File: config.mk
export PLATFORM = sky130hd
export DESIGN_NAME = car_controller_flat
export DESIGN_NICKNAME = d
export VERILOG_FILES = /design/src/rtl/car_controller_if.sv /design/src/rtl/car_controller.sv /design/src/flat_wrapper.sv
export SDC_FILE = /design/constraint.sdc
export NUM_CORES = 1
export LEC_CHECK = 0
export BUFFER_PORTS_ARGS = -buffer_cell sky130_fd_sc_hd__buf_2
export CORE_MARGIN = 2
export CORE_UTILIZATION = 62
export CTS_BUF_LIST = sky130_fd_sc_hd__clkbuf_4 sky130_fd_sc_hd__clkbuf_8 sky130_fd_sc_hd__clkbuf_16
export CTS_CLUSTER_SIZE = 12
export DETAILED_ROUTE_END_ITERATION = 8
export GPL_TIMING_DRIVEN = 0
export HOLD_SLACK_MARGIN = 0.1
export PLACE_DENSITY = 0.9
export SYNTH_ARGS = -nofsm -noshare
export SYNTH_HDL_FRONTEND = slang
export SYNTH_SLANG_ARGS = --single-unit
File: constraint.sdc
create_clock -name clock -period 11.7 [get_ports clock]
set_clock_uncertainty 0.1 [all_clocks]
set_input_delay 2.34 -clock clock [delete_from_list [all_inputs] [get_ports clock]]
set_output_delay 2.34 -clock clock [all_outputs]
set_load 0.01 [all_outputs]
File: src/rtl/car_controller_if.sv
// Request/acknowledge bundle between the button request register and the
// car controller.
//   active_*      : pending requests, driven by the request register
//   inactivate_*  : one-cycle clear pulses, driven by the car controller
// Hall-up calls exist on floors 0..BUTTONS_WIDTH-2.
// Hall-down calls exist on floors 1..BUTTONS_WIDTH-1.
interface car_controller_if #(
  parameter int BUTTONS_WIDTH = 8
);
  logic [BUTTONS_WIDTH-1:0] active_in_levels;
  logic [BUTTONS_WIDTH-2:0] active_out_up_levels;
  logic [BUTTONS_WIDTH-1:1] active_out_down_levels;
  logic [BUTTONS_WIDTH-1:0] inactivate_in_levels;
  logic [BUTTONS_WIDTH-2:0] inactivate_out_up_levels;
  logic [BUTTONS_WIDTH-1:1] inactivate_out_down_levels;

  // Request register side.
  modport master (
    output active_in_levels, active_out_up_levels, active_out_down_levels,
    input  inactivate_in_levels, inactivate_out_up_levels, inactivate_out_down_levels
  );

  // Car controller side.
  modport slave (
    input  active_in_levels, active_out_up_levels, active_out_down_levels,
    output inactivate_in_levels, inactivate_out_up_levels, inactivate_out_down_levels
  );
endinterface

File: src/rtl/car_controller.sv
// Single-car elevator motion and door controller (collective SCAN).
//   clock         : system clock, rising edge
//   reset         : asynchronous, active-low
//   req_if        : request levels in, one-cycle clear pulses out
//   current_floor : floor the car is at or last passed
//   dir_up        : committed direction (1 = up, 0 = down)
//   moving        : car travelling between floors
//   door_open     : door open at current_floor
module car_controller #(
  parameter int BUTTONS_WIDTH = 8,
  parameter int MOVE_CYCLES   = 16,
  parameter int DOOR_CYCLES   = 32
) (
  input  logic            clock,
  input  logic            reset,
  car_controller_if.slave req_if,
  output logic [3:0]      current_floor,
  output logic            dir_up,
  output logic            moving,
  output logic            door_open
);
  localparam int BW  = BUTTONS_WIDTH;
  localparam int MCW = (MOVE_CYCLES > 1) ? $clog2(MOVE_CYCLES) : 1;
  localparam int DCW = (DOOR_CYCLES > 1) ? $clog2(DOOR_CYCLES) : 1;

  typedef enum logic [1:0] {IDLE, MOVE_UP, MOVE_DOWN, DOOR_OPEN} state_t;

  state_t         state_q, state_d;
  logic [3:0]     floor_q, floor_d;
  logic           dir_up_q, dir_up_d;
  logic [MCW-1:0] move_cnt_q, move_cnt_d;
  logic [DCW-1:0] door_cnt_q, door_cnt_d;
  logic [BW-1:0]  pin_q, pin_d, pup_q, pup_d, pdn_q, pdn_d;

  // Hall vectors widened to full floor range; the missing ends read as 0.
  logic [BW-1:0]  in_x, up_x, dn_x, req;
  logic [BW-1:0]  at_n, above_vec, below_vec;
  logic [BW-1:0]  svc_in, svc_up, svc_dn, hold_in, hold_hall;
  logic [3:0]     n_floor;
  logic           above, below, any_req, move_done, stop_up, stop_dn, svc_flip;

  assign in_x = req_if.active_in_levels;
  assign up_x = {1'b0, req_if.active_out_up_levels};
  assign dn_x = {req_if.active_out_down_levels, 1'b0};
  assign req  = in_x | up_x | dn_x;

  assign move_done = ((state_q == MOVE_UP) || (state_q == MOVE_DOWN)) &&
                     (move_cnt_q == MCW'(MOVE_CYCLES - 1));

  // All floor-relative terms are evaluated at the floor the car will occupy
  // after this edge, so an arrival is judged against the new floor and
  // requests that change on the terminal cycle are taken into account.
  always_comb begin
    n_floor = floor_q;
    if (move_done) begin
      n_floor = (state_q == MOVE_UP) ? floor_q + 4'd1 : floor_q - 4'd1;
    end
  end

  genvar gi;
  generate
    for (gi = 0; gi < BW; gi++) begin : g_floor
      assign at_n[gi]      = (n_floor == 4'(gi));
      assign above_vec[gi] = req[gi] & (4'(gi) > n_floor);
      assign below_vec[gi] = req[gi] & (4'(gi) < n_floor);
    end
  endgenerate

  assign above   = |above_vec;
  assign below   = |below_vec;
  assign any_req = |req;

  // A hall call against the travel direction only stops the car when it is
  // the last request in that direction; the end floors always stop.
  assign stop_up = (|((in_x | up_x) & at_n)) | ((|(dn_x & at_n)) & ~above) |
                   (n_floor == 4'(BW - 1));
  assign stop_dn = (|((in_x | dn_x) & at_n)) | ((|(up_x & at_n)) & ~below) |
                   (n_floor == 4'd0);

  // Service at n_floor: clear the in-car call and the same-direction hall
  // call; when nothing lies further ahead, also clear the opposite hall call
  // and reverse.
  always_comb begin
    svc_in   = in_x & at_n;
    svc_up   = '0;
    svc_dn   = '0;
    svc_flip = 1'b0;
    if (dir_up_q) begin
      svc_up = up_x & at_n;
      if (!above) begin
        svc_dn   = dn_x & at_n;
        svc_flip = 1'b1;
      end
    end else begin
      svc_dn = dn_x & at_n;
      if (!below) begin
        svc_up   = up_x & at_n;
        svc_flip = 1'b1;
      end
    end
  end

  // Door-hold candidates. A bit currently being pulsed is masked because the
  // request register only drops it at the end of the pulse cycle.
  assign hold_in   = in_x & at_n & ~pin_q;
  assign hold_hall = dir_up_q ? (up_x & at_n & ~pup_q) : (dn_x & at_n & ~pdn_q);

  always_comb begin
    state_d    = state_q;
    floor_d    = floor_q;
    dir_up_d   = dir_up_q;
    move_cnt_d = move_cnt_q;
    door_cnt_d = door_cnt_q;
    pin_d      = '0;
    pup_d      = '0;
    pdn_d      = '0;
    case (state_q)
      IDLE: begin
        move_cnt_d = '0;
        door_cnt_d = '0;
        if (|(req & at_n)) begin
          state_d  = DOOR_OPEN;
          pin_d    = svc_in;
          pup_d    = svc_up;
          pdn_d    = svc_dn;
          dir_up_d = dir_up_q ^ svc_flip;
        end else if (dir_up_q && above) begin
          state_d = MOVE_UP;
        end else if (!dir_up_q && below) begin
          state_d = MOVE_DOWN;
        end else if (above) begin
          state_d  = MOVE_UP;
          dir_up_d = 1'b1;
        end else if (below) begin
          state_d  = MOVE_DOWN;
          dir_up_d = 1'b0;
        end
      end
      MOVE_UP, MOVE_DOWN: begin
        if (!move_done) begin
          move_cnt_d = move_cnt_q + 1'b1;
        end else begin
          floor_d    = n_floor;
          move_cnt_d = '0;
          if ((state_q == MOVE_UP) ? stop_up : stop_dn) begin
            state_d    = DOOR_OPEN;
            door_cnt_d = '0;
            pin_d      = svc_in;
            pup_d      = svc_up;
            pdn_d      = svc_dn;
            dir_up_d   = dir_up_q ^ svc_flip;
          end else if (!any_req) begin
            state_d = IDLE;
          end
        end
      end
      DOOR_OPEN: begin
        if ((|hold_in) || (|hold_hall)) begin
          pin_d      = hold_in;
          door_cnt_d = '0;
          if (dir_up_q) pup_d = hold_hall;
          else          pdn_d = hold_hall;
        end else if (door_cnt_q == DCW'(DOOR_CYCLES - 1)) begin
          state_d    = IDLE;
          door_cnt_d = '0;
        end else begin
          door_cnt_d = door_cnt_q + 1'b1;
        end
      end
      default: state_d = IDLE;
    endcase
  end

  always_ff @(posedge clock or negedge reset) begin
    if (!reset) begin
      state_q    <= IDLE;
      floor_q    <= '0;
      dir_up_q   <= 1'b1;
      move_cnt_q <= '0;
      door_cnt_q <= '0;
      pin_q      <= '0;
      pup_q      <= '0;
      pdn_q      <= '0;
    end else begin
      state_q    <= state_d;
      floor_q    <= floor_d;
      dir_up_q   <= dir_up_d;
      move_cnt_q <= move_cnt_d;
      door_cnt_q <= door_cnt_d;
      pin_q      <= pin_d;
      pup_q      <= pup_d;
      pdn_q      <= pdn_d;
    end
  end

  assign current_floor                     = floor_q;
  assign dir_up                            = dir_up_q;
  assign moving                            = (state_q == MOVE_UP) || (state_q == MOVE_DOWN);
  assign door_open                         = (state_q == DOOR_OPEN);
  assign req_if.inactivate_in_levels       = pin_q;
  assign req_if.inactivate_out_up_levels   = pup_q[BW-2:0];
  assign req_if.inactivate_out_down_levels = pdn_q[BW-1:1];
endmodule

File: src/flat_wrapper.sv
// flat-port wrapper written by rule: the top's interface ports become plain ports
module car_controller_flat 
#(
  parameter int BUTTONS_WIDTH = 8,
  parameter int MOVE_CYCLES   = 16,
  parameter int DOOR_CYCLES   = 32
)
  (clock, reset, current_floor, dir_up, moving, door_open, req_if_active_in_levels, req_if_active_out_up_levels, req_if_active_out_down_levels, req_if_inactivate_in_levels, req_if_inactivate_out_up_levels, req_if_inactivate_out_down_levels);
  car_controller_if #(.BUTTONS_WIDTH(BUTTONS_WIDTH)) req_if_i ();
  input  logic clock;
  input  logic reset;
  output logic [3:0] current_floor;
  output logic dir_up;
  output logic moving;
  output logic door_open;
  input wire logic [$bits(req_if_i.active_in_levels)-1:0] req_if_active_in_levels;
  input wire logic [$bits(req_if_i.active_out_up_levels)-1:0] req_if_active_out_up_levels;
  input wire logic [$bits(req_if_i.active_out_down_levels)-1:0] req_if_active_out_down_levels;
  output wire logic [$bits(req_if_i.inactivate_in_levels)-1:0] req_if_inactivate_in_levels;
  output wire logic [$bits(req_if_i.inactivate_out_up_levels)-1:0] req_if_inactivate_out_up_levels;
  output wire logic [$bits(req_if_i.inactivate_out_down_levels)-1:0] req_if_inactivate_out_down_levels;
  assign req_if_i.active_in_levels = req_if_active_in_levels;
  assign req_if_i.active_out_up_levels = req_if_active_out_up_levels;
  assign req_if_i.active_out_down_levels = req_if_active_out_down_levels;
  assign req_if_inactivate_in_levels = req_if_i.inactivate_in_levels;
  assign req_if_inactivate_out_up_levels = req_if_i.inactivate_out_up_levels;
  assign req_if_inactivate_out_down_levels = req_if_i.inactivate_out_down_levels;
  car_controller #(.BUTTONS_WIDTH(BUTTONS_WIDTH), .MOVE_CYCLES(MOVE_CYCLES), .DOOR_CYCLES(DOOR_CYCLES)) u_core (.clock(clock), .reset(reset), .req_if(req_if_i), .current_floor(current_floor), .dir_up(dir_up), .moving(moving), .door_open(door_open));
endmodule
==> results.sh <==
export IMPL_vias=3910
export IMPL_synth_top_family_by_area="compound AO/OA/AOI/OAI gates"
export IMPL_holdBufCountCts=0
export IMPL_synth_area_per_cell_um2=8.05
export IMPL_num_rows=26
export IMPL_hp_class="flip-flop to flip-flop"
export IMPL_min_period_over_period=0.424
export IMPL_dp_hpwl_um=8750
export IMPL_antenna_found_initial=0
export IMPL_drt_first_pass_iters=7
export IMPL_synth_nets=453
export IMPL_r2r_start="u_core.state_q[1]$_DFFE_PN0P_"
export IMPL_max_stage_delay_ns=0.46
export IMPL_holdWs_ns=0.398
export IMPL_cts_htree_levels=2
export IMPL_num_nets_final=512
export IMPL_arrival_ns=5.05
export IMPL_grt_pass1_vias=3656
export IMPL_syn_area_um2=3370
export IMPL_layout_common_cells="buf_2 (58), nand2_1 (52), nor2_1 (44)"
export IMPL_holdCritStartpoint="u_core.door_cnt_q[4]$_DFFE_PN0P_"
export IMPL_synth_xor_area_frac=0.0104
export IMPL_yosysSeqAreaShare=0.282
export IMPL_path_clk_slew_ns=0.08
export IMPL_synth_edf_count=0
export IMPL_worst_ep_required_time_ns=11.78
export IMPL_cts_buffers=5
export IMPL_wirelength_um=11700
export IMPL_wl_per_cell_um=21.3
export IMPL_rsz0062_at_grt="false"
export IMPL_synthArstFlopShare=1.00
export IMPL_synth_simple_area_share=0.275
export IMPL_cts_sinks=38
export IMPL_synth_cells=419
export IMPL_slew_headroom=0.380
export IMPL_drv_slew=0
export IMPL_antenna_cells=0
export IMPL_muxShareOfSynthArea=0.0442
export IMPL_synth_seq_cells=38
export IMPL_drive_above_1_share=0.194
export IMPL_viasPerCell=7.12
export IMPL_core_area_um2=5170
export IMPL_outcome="finished, final reports clean"
export IMPL_ff2ff_path_depth=15
export IMPL_die_h_um=77.7
export IMPL_synth_flop_cell="dfrtp_1"
export IMPL_r2r_end="u_core.door_cnt_q[2]$_DFFE_PN0P_"
export IMPL_worst_path_buf_inv=2
export IMPL_crit_path_max_fanout=10
export IMPL_p_per_area_nw_per_um2=151
export IMPL_ant_nets=0
export IMPL_io_buffers=52
export IMPL_insertion_delay_ns=0.30
export IMPL_cp_start_kind="input port"
export IMPL_clockRootBuffer="clkbuf_8"
export IMPL_io_pins=53
export IMPL_final_common_cell="buf_2"
export IMPL_post_cts_buffers=0
export IMPL_worst_pin_slew_ns=0.931
export IMPL_cap_violations=0
export IMPL_crit_family="compound AO/OA/AOI/OAI gates"
export IMPL_crit_type="input port to flip-flop"
export IMPL_synth_compound_area_share=0.293
export IMPL_critPathCaptureType="flip-flop"
export IMPL_grt_overflow=0
export IMPL_initial_utilization=0.652
export IMPL_r2r_slack_ns=6.98
export IMPL_fp_dieW_um=77.7
export IMPL_grtUsageTotal=0.391
export IMPL_ys_types=78
export IMPL_post_cts_resized=0
export IMPL_area_growth_syn_to_layout_pct=14.5
export IMPL_tns_ns=0
export IMPL_crit_chain="buf_2 -> or3_1 -> nand2b_1 -> a31oi_1 -> o211ai_1 -> a222oi_1 -> a211oi_1 -> a22oi_2 -> a41oi_2 -> buf_6 -> o21bai_1 -> a22o_1"
export IMPL_grt_pass1_wl_um=18400
export IMPL_clock_path_buffers=2
export IMPL_gp_congestion=1.00
export IMPL_synth_top_area_cell="dfrtp_1"
export IMPL_p_leak_nw=1.88
export IMPL_drc=0
export IMPL_critPathSlowestCell="or3_1"
export IMPL_vdd_drop_max_mv=0.144
export IMPL_synth_top_area_frac=0.275
export IMPL_drt_iter0_markers=412
export IMPL_min_period_ns=4.97
export IMPL_cts_tree="done"
export IMPL_hold_depth=2
export IMPL_finalHoldViolations=0
export IMPL_fmax_mhz=201
export IMPL_hold_end="u_core.door_cnt_q[4]$_DFFE_PN0P_"
export IMPL_setup_viol=0
export IMPL_grt_max_degree=39
export IMPL_yosys_top_cells_area="dfrtp_1 (27%), nand2_1 (5.8%), nor2_1 (4.9%)"
export IMPL_yosys_warnings=0
export IMPL_die_area_um2=6040
export IMPL_yosys_area_share_adder=0.0393
-- final cells by class --
cell class                      instances  area [um2]
Multi-Input combinational cell        340        2230
Fill cell                             405        1310
Sequential cell                        38         952
Timing Repair Buffer                   52         260
Buffer                                 22         116
Tap cell                               70        87.6
Clock buffer                            6        82.6
Inverter                               19        71.3
Clock inverter                          2        60.1
-- where the power goes --
group / internal, W / total [W] / leakage (nW) / switching [W]
logic: 0.0000967 / 0.000285 / 1.29 / 0.000188
clock network: 0.0000910 / 0.000143 / 0.0714 / 0.0000521
registers: 0.000144 / 0.000156 / 0.519 / 0.0000114
total: 0.000332 / 0.000584 / 1.88 / 0.000252
-- worst max path at each step --
stage	depth (start not counted)	endpoint	from
finish	12	u_core.door_cnt_q[2]$_DFFE_PN0P_	req_if_active_out_up_levels[5]
global route	12	u_core.door_cnt_q[2]$_DFFE_PN0P_	req_if_active_out_up_levels[3]
CTS	12	u_core.door_cnt_q[2]$_DFFE_PN0P_	req_if_active_out_up_levels[5]
detailed placement	12	u_core.door_cnt_q[2]$_DFFE_PN0P_	req_if_active_out_up_levels[5]
global placement	11	u_core.req_if.inactivate_in_levels[7]$_DFF_PN0_	req_if_active_out_up_levels[5]
floorplan	11	u_core.door_cnt_q[2]$_DFFE_PN0P_	req_if_active_out_up_levels[5]
-- state kept, by name, summed over array words and instances, names as in the netlist --
name and count:
u_core.move_cnt_q 4, u_core.state_q 2, u_core.pdn_q 7, u_core.current_floor 4, u_core.pup_q 7, u_core.door_cnt_q 5, u_core.req_if.inactivate_in_levels 8, u_core.dir_up 1
-- Yosys cell counts, types with 3 or more instances --
cell and n:
and2_1 3, o21a_1 3, mux2_2 3, a21o_1 3, o32ai_1 4, buf_2 6
a31oi_1 4, nand3_1 26, dfrtp_1 37, a21oi_1 16, o211a_1 8, ha_1 9
buf_1 3, o2111a_1 8, nand4_1 9, a22o_1 4, nand2b_1 6, a22oi_1 4
nor3b_1 3, buf_6 3, nand2_1 52, nor2_1 44, xnor2_1 3, clkbuf_1 9
nor3_1 14, and3_1 4, nor2b_1 5, o22ai_1 6, inv_1 19, o21ai_0 19
mux2i_1 7, a32oi_1 4, or2_2 3, nor4_1 8, o31ai_1 5
-- cell families after synthesis --
logic type               after synthesis
flip-flops                            38
multiplexers                          12
adder cells (fa/ha/maj)               10
buffers and inverters                 41
AND/OR/NAND/NOR                      191
XOR/XNOR                               4
AO/OA/AOI/OAI                        123
-- metal layers --
layer	routed length, um	share of wire	track usage	vias to the layer above
li1	-	-	-	1698
met1	4350	0.37	0.505	1781
met2	5340	0.46	0.637	350
met3	1450	0.12	0.0942	81
met4	541	0.046	0.141	0
met5	0	0	0	-
-- metrics by stage --
stage | area (um2) | util | setup slack, ns | total power [W] | std cells
2_1_floorplan | 3370 | - | 6.99 | 0.000352 | 419
3_3_place_gp | 3720 | 0.719 | 6.45 | 0.000419 | 541
3_5_place_dp | 3720 | 0.719 | 6.49 | 0.000429 | 541
4_1_cts | 3860 | 0.747 | 6.79 | 0.000574 | 549
5_1_grt | 3860 | 0.747 | 6.55 | 0.000614 | 549
6_report | 3860 | 0.747 | 6.73 | 0.000584 | 549
-- worst register-to-register path, stage by stage, from the launching register on --
cell and delay, ns:
dfrtp_1 0.40, inv_1 0.10, ha_1 0.28, inv_1 0.19, fa_1 0.62, buf_1 0.40
nand2_2 0.25, o21ai_0 0.53, a22oi_1 0.19, o2bb2ai_1 0.26, nor3_1 0.09, a22oi_2 0.36
a41oi_2 0.22, buf_6 0.18, o21bai_1 0.17, a22o_1 0.25
Power figures use the tool's default switching activity.
